--- config.mk ---
export PLATFORM = sky130hd
export DESIGN_NAME = fetch_unit
export DESIGN_NICKNAME = d
export VERILOG_FILES = /design/src/rtl/fetch_unit.sv
export SDC_FILE = /design/constraint.sdc
export NUM_CORES = 1
export LEC_CHECK = 0
export CAP_MARGIN = 20
export CORE_MARGIN = 3
export CORE_UTILIZATION = 45
export DETAILED_ROUTE_END_ITERATION = 7
export GPL_ROUTABILITY_DRIVEN = 0
export GPL_TIMING_DRIVEN = 0
export PLACE_DENSITY = 0.64
export SLEW_MARGIN = 10
export SYNTH_ARGS = -nofsm -noshare
export SYNTH_HDL_FRONTEND = slang
export SYNTH_SLANG_ARGS = --single-unit
--- constraint.sdc ---
create_clock -name clk -period 9.4 [get_ports clk]
set_clock_uncertainty 0.05 [all_clocks]
set_input_delay 2.35 -clock clk [delete_from_list [all_inputs] [get_ports clk]]
set_output_delay 2.35 -clock clk [all_outputs]
set_load 0.1 [all_outputs]
--- src/rtl/fetch_unit.sv ---
// Instruction-fetch stage: drives the synchronous imem, buffers the
// returning {pc,instr} pairs and hands them to decode via valid/ready.
module fetch_unit #(
  parameter logic [31:0] RESET_PC  = 32'h0000_0000,
  parameter int          BUF_DEPTH = 3
) (
  input  logic        clk,
  input  logic        rst_n,
  output logic        imem_en,
  output logic [31:0] imem_pc,
  input  logic [31:0] imem_instr,
  input  logic        redirect_valid,
  input  logic [31:0] redirect_pc,
  input  logic        id_ready,
  output logic        if_valid,
  output logic [31:0] if_instr,
  output logic [31:0] if_pc
);

  localparam int PW = (BUF_DEPTH > 2) ? 2 : 1;
  localparam int CW = 3;

  logic [31:0]   r_fetch_pc;
  logic [31:0]   r_inflight_pc;
  logic          r_inflight;
  logic [CW-1:0] r_count;
  logic [PW-1:0] r_head;
  logic [PW-1:0] r_tail;
  logic [31:0]   r_buf_pc    [BUF_DEPTH];
  logic [31:0]   r_buf_instr [BUF_DEPTH];

  logic [CW:0]   w_occ;
  logic [31:0]   w_redir_pc;
  logic          w_issue;
  logic          w_push;
  logic          w_pop;
  logic          w_unused_lo;

  function automatic logic [PW-1:0] nxt(
    input logic [PW-1:0] p
  );
    if (32'(p) == BUF_DEPTH - 1) return '0;
    return p + 1'b1;
  endfunction

  assign w_unused_lo = ^redirect_pc[1:0];
  assign w_redir_pc  = {redirect_pc[31:2], 2'b00};

  // Occupancy counts the read in flight so the buffer can never overflow.
  assign w_occ   = {1'b0, r_count}
                 + {{CW{1'b0}}, r_inflight};
  assign w_issue = rst_n
                 & (redirect_valid
                   | (w_occ < (CW+1)'(BUF_DEPTH)));

  assign imem_en = w_issue;

  always_comb begin
    imem_pc = r_fetch_pc;
    if (!rst_n)
      imem_pc = RESET_PC;
    else if (redirect_valid)
      imem_pc = w_redir_pc;
  end

  assign if_valid = rst_n & (r_count != '0);
  assign if_pc    = if_valid
                  ? r_buf_pc[r_head] : '0;
  assign if_instr = if_valid
                  ? r_buf_instr[r_head] : '0;

  // A redirect kills both the returning read and the head handshake.
  assign w_push = rst_n & r_inflight
                & ~redirect_valid;
  assign w_pop  = if_valid & id_ready
                & ~redirect_valid;

  always_ff @(posedge clk) begin
    if (w_push) begin
      r_buf_pc[r_tail]    <= r_inflight_pc;
      r_buf_instr[r_tail] <= imem_instr;
    end
    if (w_issue)
      r_inflight_pc <= imem_pc;
  end

  always_ff @(posedge clk) begin
    if (!rst_n) begin
      r_fetch_pc <= RESET_PC;
      r_inflight <= 1'b0;
      r_count    <= '0;
      r_head     <= '0;
      r_tail     <= '0;
    end else begin
      assert (!(w_push
        && 32'(r_count) == BUF_DEPTH));
      r_inflight <= w_issue;
      if (w_issue)
        r_fetch_pc <= imem_pc + 32'd4;
      if (redirect_valid) begin
        r_count <= '0;
        r_tail  <= r_head;
      end else begin
        if (w_push)
          r_tail <= nxt(r_tail);
        if (w_pop)
          r_head <= nxt(r_head);
        unique case ({w_push, w_pop})
          2'b10:   r_count <= r_count + 1'b1;
          2'b01:   r_count <= r_count - 1'b1;
          default: r_count <= r_count;
        endcase
      end
    end
  end

endmodule

* Yosys cells after proc, flatten, opt, wreduce, memory -nomap -nowiden
Memory sizes are Yosys's and may differ from the RTL's. A register that Yosys moved wholly into a read port is not among the register bits.
Index checks and enable logic that the tools add are counted.
** Operators by class
- Add/sub/neg operators :: 6
- $lt $le $gt $ge :: 1
- Equal/unequal tests :: 4
- Muxes and demuxes :: 25
- Bitwise logic cells :: 9
- Reductions and logical operators :: 5
** Operator list (number)
- $mux W32 :: 4
- $add A32 B3 Y32 const B :: 1
- $mux W2 :: 10
- $mux W1 :: 10
- $and A1 B1 Y1 :: 6
- $eq A2 B2 Y1 const B :: 3
- $pmux W3 S2 :: 1
- $add A2 B1 Y2 const B :: 2
- $add A3 B1 Y4 :: 1
- $lt A4 B2 Y1 const B :: 1
- $reduce_bool A2 Y1 :: 2
- $add A3 B1 Y3 const B :: 1
- $reduce_bool A3 Y1 :: 1
- $sub A3 B1 Y3 const B :: 1
- $eq A2 B1 Y1 const B :: 1
- $not A1 Y1 :: 2
- $reduce_and A2 Y1 :: 1
- $reduce_or A2 Y1 :: 1
- $or A1 B1 Y1 :: 1
** Storage, ports and cells
- Bits in registers :: 72
- Memory bits (writable) :: 192
- Input bits :: 68
- Output and inout bits :: 98
- Memories kept :: 2
** Memories
- r_buf_instr :: depth 3, width 32, rd ports 1, clocked after memory_dff 1, write ports 1, line 30 : logic [31:0] r_buf_instr [BUF_DEPTH];
- r_buf_pc :: depth 3, width 32, rd ports 1, clocked after memory_dff 1, write ports 1, line 29 : logic [31:0] r_buf_pc [BUF_DEPTH];

* Depth between registers and ports, before layout
Gate-level depths: netlist of run 1.
- Depth in word-level cells :: 10
- Mapped depth :: 14

* Least setup slack after synthesis of run 1
OpenSTA, ideal clock, no wires.
- Kind :: input to register
- Start point :: input port redirect_valid
- End point :: memory r_buf_instr[1][0], enable pin
- Data arrival time :: 7.748 ns
- Data required time :: 8.772 ns
- Path slack :: 1.024 ns
- Cell stages on the path :: 6
- Buffers on the path :: 3
- Path through :: buf_6 > buf_12 > buf_2 > nor2_1 > nand2_1 > nor3b_1
** Between the ends
- Word-level cells in the longest chain between the ends :: 4
** RTL lines
- start, declared :: line 12 : input logic redirect_valid,
- $not A1 Y1 (no source line)
- $and A1 B1 Y1 :: line 74 : & ~redirect_valid;
- $mux W1 :: line 79 : if (w_push) begin
- $mux W1 (not written as such) :: line 81 : r_buf_instr[r_tail] <= imem_instr;
- end, declared :: line 30
No other way between the ends.

* Worst setup path after layout of run 1
- Start point :: input port redirect_valid
- End point :: output port imem_en
** Between the ends
- Word-level cells in the longest chain between the ends :: 2
** RTL lines
- $or A1 B1 Y1 :: line 54 : | (w_occ < (CW+1)'(BUF_DEPTH)));
- $and A1 B1 Y1 :: line 53 : & (redirect_valid
- end, declared :: line 9 : output logic imem_en,
No other way between the ends.

==> results.txt, run 1 <==
vias in the first global route: 7351
most common library cells after synthesis: edfxtp_1, nor2_1, mux2i_1
status: finished clean
GRT overflow: 0
fmax: 113 MHz
Yosys top cell area share: 0.596
Mean Syn Cell Area: 12.7 µm²
initial antenna violation count: 0
share of flip-flops with an asynchronous set or reset: 0
endpoints failing setup: 0
final core occ: 0.591
Main synth FF type: edfxtp_1
Period Utilization, post-route: 0.941
die area: 27000 µm²
maximum VDD drop: 0.124 mV
DR DRC count: 0
Total Wirelength: 26.9 mm
post-route ant nets: 0
CP startpoint kind: input pin
YS warnings: 0
power density over the cells: 181 nW/µm²
post-CTS setup buffers: 0
leakage power: 4.92 nW
Routed WL per cell: 18.6 µm
Fillers: 2018
min cycle time layout: 8850 ps
required time of the critical path: 7000 ps
Iteration-0 DRC Markers: 484
gr usage total: 0.199
Worst-Skew Late Latency: 520 ps
Clock Pin Slew Worst Setup and Hold Paths: 60 ps
Netlist cell types: 54
DR vias/cell: 5.24
Final Instance Count excl. Fillers: 1450
core area: 24500 µm²
synthesized area: 11300 µm²
CP arrival: 6450 ps
Cells after Synth: 890
fin nets: 1177
area delta synth->final: 28.2%
CTS Buf Count: 28
TritonCTS clock tree: yes
Worst Tran Pin Value: 1060 ps
site row count: 57
largest net degree at the start of global routing: 34
die width: 164 µm
# port buffers: 163
HPWL Detailed: 18.8 mm
post-synthesis net count: 963
MaxCap Viol Count: 0
CTS Sinks: 266
FF+latch count, synth: 266
hold buffers post-CTS: 0
Cells after DPL: 1398
RSZ-0062 raised after global routing: false
Crit. End Element: output pin
area used by multi-input combinational logic: 3440 µm²
worst hold path class: reg2reg
share of layout cells above drive strength 1: 0.0933
via count: 7604
Final Hold Viols: 0
clock root buffer: clkbuf_16
cell with the most instances after synthesis: edfxtp_1
I/O pin cnt: 166
final-report max-slew violation count: 0
Fin Setup TNS: 0 ps
DIE HEIGHT: 164 µm
TritonRoute pass-1 iters: 5
Max-slew headroom: 0.293
Max Root-Sink Buffers: 3
Seq. cell area: 7570 µm²
Synth area leader: edfxtp_1
crit path kind: in2out
Post-synth EDFFs: 224
crit-path max FO: 33
ranking of synthesized cells by area: edfxtp_1, mux2i_1, dfxtp_1
post-synthesis sequential area ratio: 0.670
H-tree depth: 1
Initial Util: 0.461
post-CTS resize count: 0
# diodes: 0
global-route wire length before repair: 41.7 mm
## stage by stage
stage / hold WS [ps] / total power, W / setup slack, ps / area [µm²]
after global routing: 430 / 0.00271 / 296 / 14500
final: 414 / 0.00262 / 551 / 14500
after CTS: 416 / 0.00264 / 514 / 14500
after global placement: 400 / 0.00157 / -3270 / 13300
after detailed placement: 405 / 0.00157 / 528 / 13500
after floorplan: 386 / 0.00149 / 1020 / 11300
## critical path, cell delays in order
cell and delay (ps):
clkdlybuf4s50_1 560, buf_6 190, buf_12 150, buf_2 260, inv_1 210, o311ai_1 240, nand2_1 470, inv_2 720
clkdlybuf4s50_1 1270
## report_power, final
group	internal (W)	total [W]	leakage (nW)	switching, W
logic	0.0000733	0.000222	2.05	0.000148
registers	0.00131	0.00132	2.42	0.0000151
clock network	0.000638	0.00107	0.448	0.000436
total	0.00202	0.00262	4.92	0.000599
## per-layer routing
| layer | wire length [µm] | part of all wire | track usage | vias to the layer above |
|---|---|---|---|---|
| met5 | 0 | 0 | 0 | - |
| met4 | 572 | 0.021 | 0.0522 | 0 |
| met3 | 1840 | 0.068 | 0.0339 | 42 |
| met2 | 12300 | 0.46 | 0.311 | 270 |
| met1 | 12200 | 0.45 | 0.290 | 3636 |
| li1 | - | - | - | 3656 |
## logic make-up (layout without fill, tap and decap cells)
logic type	count (synthesis)	in the layout	share of synthesized area
AO/OA/AOI/OAI	133	133	0.0687
XOR/XNOR	30	30	0.0233
adder cells (fa/ha/maj)	5	5	0.00621
buffers and inverters	66	302	0.0262
flip-flops	266	266	0.670
multiplexers	95	95	0.0849
AND/OR/NAND/NOR	295	295	0.120
## area by class of cell
| type | count | area share |
|---|---|---|
| sequential | 266 | 0.523 |
| tap | 324 | 0.0280 |
| clock inverter | 16 | 0.00804 |
| timing repair buffer | 184 | 0.127 |
| inverter | 17 | 0.00441 |
| multi-input combinational | 558 | 0.238 |
| clock buffer | 36 | 0.0562 |
| buffer | 49 | 0.0160 |
## layout by cell type (no fill, tap or decap), types with 4 or more instances in the layout
| cell | count |
|---|---|
| inv_1 | 16 |
| nor2_1 | 179 |
| xor2_1 | 5 |
| a21oi_1 | 77 |
| nor4_2 | 4 |
| edfxtp_1 | 224 |
| nor3_1 | 8 |
| clkdlybuf4s50_1 | 163 |
| dfxtp_1 | 42 |
| o21ai_0 | 24 |
| nand3b_1 | 8 |
| clkbuf_8 | 4 |
| clkinv_2 | 4 |
| and2_1 | 4 |
| a211oi_1 | 7 |
| mux2_2 | 6 |
| xnor2_1 | 25 |
| clkinv_1 | 5 |
| clkinvlp_4 | 4 |
| clkbuf_1 | 31 |
| buf_4 | 15 |
| nand2_1 | 42 |
| nand3_1 | 22 |
| o21ai_1 | 4 |
| buf_6 | 9 |
| nand3_2 | 4 |
| mux2i_1 | 89 |
| and3_1 | 6 |
| clkbuf_16 | 30 |
| buf_2 | 4 |
| buf_1 | 10 |
| ha_1 | 4 |
## sequential cells by signal (all words and copies together) (netlist names), named ones only
signal	cells
r_buf_instr	96
r_buf_pc	96
r_count	3
r_fetch_pc	32
r_head	2
r_inflight	1
r_inflight_pc	32
r_tail	2
## final timing paths
check / from / end / slack, ps / cells past startpoint
max reg2reg: r_inflight$_SDFF_PN0_ / r_inflight_pc[10]$_DFFE_PP_ / 6080 / 6
min reg2reg: r_fetch_pc[29]$_SDFFE_PN0P_ / r_fetch_pc[29]$_SDFFE_PN0P_ / 410 / 2
min: r_fetch_pc[29]$_SDFFE_PN0P_ / r_fetch_pc[29]$_SDFFE_PN0P_ / 410 / 2
max: redirect_valid / imem_en / 550 / 9
Power figures use the tool's default switching activity.
==> run 2: changes to the inputs <==
--- a/config.mk
+++ b/config.mk
@@ -6,6 +6,7 @@
 export NUM_CORES = 1
 export LEC_CHECK = 0
 export CAP_MARGIN = 20
+export CORE_ASPECT_RATIO = 1.75
 export CORE_MARGIN = 3
 export CORE_UTILIZATION = 45
 export DETAILED_ROUTE_END_ITERATION = 7
==> results.txt, run 2 (synthesis results as in run 1) <==
global-route wire length before repair: 43.5 mm (+4.4%)
TritonCTS clock tree: yes
initial antenna violation count: 0 (unchanged)
Final Hold Viols: 0 (unchanged)
Worst Tran Pin Value: 1040 ps (-19.6 ps)
Max Root-Sink Buffers: 3 (unchanged)
leakage power: 4.88 nW (-0.72%)
fin nets: 1176 (-0.085%)
gr usage total: 0.204 (+0.00556)
CP startpoint kind: input pin
CP peak stage delay: 1150 ps (-120 ps)
# port buffers: 163 (unchanged)
Clock power frac: 0.385 (-0.025)
area delta synth->final: 27.2%
share of layout cells above drive strength 1: 0.0928 (-0.000476)
Initial Util: 0.458 (-0.00312)
TritonRoute pass-1 iters: 4 (-1)
Fin Setup TNS: 0 ps (unchanged)
final-report max-slew violation count: 0 (unchanged)
Hold Path Depth: 2 (unchanged)
maximum VDD drop: 0.117 mV (-5.3%)
min cycle time layout: 8850 ps (-0.187 ps)
commonest non-fill, non-tap cell in the layout: edfxtp_1
Post-DP Area: 13600 µm² (+0.23%)
H-tree depth: 1 (unchanged)
net switching power: 0.000591 W (-1.3%)
hold path endpoint: r_fetch_pc[22]$_SDFFE_PN0P_
CTS Buf Count: 24 (-14%)
worst r2r dst: r_inflight_pc[9]$_DFFE_PP_
Reg power frac: 0.526 (+0.020)
post-CTS setup buffers: 0 (unchanged)
I/O pin cnt: 166 (unchanged)
Period Utilization, post-route: 0.941 (about the same)
die width: 126 µm (-24%)
hold buffers post-CTS: 0 (unchanged)
Int Pwr: 0.00192 W (-4.8%)
Sw Ratio: 0.235 (+0.00659)
Worst-Skew Late Latency: 530 ps (about the same)
RR Startpoint: r_inflight$_SDFF_PN0_
largest net degree at the start of global routing: 24 (-29%)
Buf/Inv on CP: 8 (+1)
Largest regs: r_buf_instr x96, r_buf_pc x96
clock root buffer: clkbuf_16
R2R setup slack: 6070 ps (about the same)
worst hold path class: reg2reg
Total Wirelength: 28.0 mm (+3.9%)
DR vias/cell: 5.35 (+2.0%)
vias in the first global route: 7840 (+6.7%)
slowest cell on the critical path: clkdlybuf4s50_1
CP top delay family: buffers and inverters
CP arrival: 6450 ps (about the same)
CTS Sinks: 266 (unchanged)
required time of the critical path: 7000 ps (about the same)
DR DRC count: 0 (unchanged)
Final Instance Area: 14400 µm² (-0.76%)
# diodes: 0 (unchanged)
GRT overflow: 0 (unchanged)
crit-path max FO: 23 (-30%)
Routed WL per cell: 19.5 µm (+5.1%)
Clock Pin Slew Worst Setup and Hold Paths: 60 ps (about the same)
HPWL Detailed: 20.5 mm (+9.1%)
most frequent cells in the layout: edfxtp_1, nor2_1, clkdlybuf4s50_1, mux2i_1, a21oi_1
via count: 7662 (+0.76%)
critical hold path startpoint: r_fetch_pc[22]$_SDFFE_PN0P_
DIE HEIGHT: 216 µm (+31%)
CP cell instances: clkdlybuf4s50_1, buf_6, buf_12, buf_2, inv_1, o311ai_1, nand2_1, inv_1, buf_16, clkdlybuf4s50_1
post-route ant nets: 0 (unchanged)
R2R cell count: 7 (+1)
Fillers: 2049 (+1.5%)
final core occ: 0.583 (-0.00847)
core area: 24600 µm² (+0.68%)
fmax: 113 MHz (about the same)
endpoints failing setup: 0 (unchanged)
Iteration-0 DRC Markers: 456 (-5.8%)
Max-slew headroom: 0.307 (+0.0131)
Crit. End Element: output pin
crit path kind: in2out
post-CTS resize count: 0 (unchanged)
combinational share of power: 0.089 (+0.004)
MaxCap Viol Count: 0 (unchanged)
power density over the cells: 175 nW/µm² (-3.3%)
die area: 27100 µm² (+0.28%)
RSZ-0062 raised after global routing: false
status: finished clean
site row count: 76 (+33%)
[run 2: power by group through the flow]
stage                     Clock, W  Sequential [W]  Combinational (W)
final                     0.000967         0.00132           0.000224
after CTS                 0.000989         0.00132           0.000225
after detailed placement         0         0.00135           0.000224
after global placement           0         0.00135           0.000217
after global routing       0.00104         0.00133           0.000236
after floorplan                  0         0.00135           0.000140
[run 2: per-layer routing]
layer	up-vias	wire [µm]	part of all wire	GRT usage
met1	3746	10300	0.37	0.229
li1	3639	-	-	-
met3	61	1120	0.040	0.0233
met2	216	15700	0.56	0.391
met4	0	808	0.029	0.0767
met5	-	0	0	0
[run 2: worst max-delay path by stage]
| stage | start | slack (ps) | cells past startpoint | end |
|---|---|---|---|---|
| 2_1_floorplan | redirect_valid | 1020 | 6 | r_buf_instr[1][0]$_DFFE_PP_ |
| 3_3_place_gp | rst_n | -3390 | 7 | r_buf_instr[2][22]$_DFFE_PP_ |
| 3_5_place_dp | redirect_valid | 550 | 10 | imem_en |
| 4_1_cts | redirect_valid | 540 | 10 | imem_en |
| 5_1_grt | redirect_valid | 380 | 10 | imem_en |
| 6_report | redirect_valid | 550 | 10 | imem_en |
[run 2: worst reg2reg max path, cell delays in order (launching register included)]
cell,delay [ps]
dfxtp_1,360
ha_1,230
ha_1,280
and2_1,180
o311ai_1,660
nand2_1,490
inv_1,550
buf_16,240
[run 2: stage by stage]
step	cells	hold slack, ps	worst slack (ps)	total power (W)
2_1_floorplan	890	386	1020	0.00149
3_3_place_gp	1365	395	-3390	0.00157
3_5_place_dp	1389	404	546	0.00157
4_1_cts	1433	416	540	0.00254
5_1_grt	1433	428	378	0.00260
6_report	1433	416	551	0.00251
[run 2: final cells by class]
class / instances / area, µm² / area share
buffer: 49 / 231 / 0.0161
clock buffer: 28 / 667 / 0.0464
clock inverter: 16 / 121 / 0.00845
inverter: 17 / 63.8 / 0.00444
multi-input combinational: 558 / 3440 / 0.240
sequential: 266 / 7570 / 0.527
tap: 312 / 390 / 0.0272
timing repair buffer: 187 / 1880 / 0.131
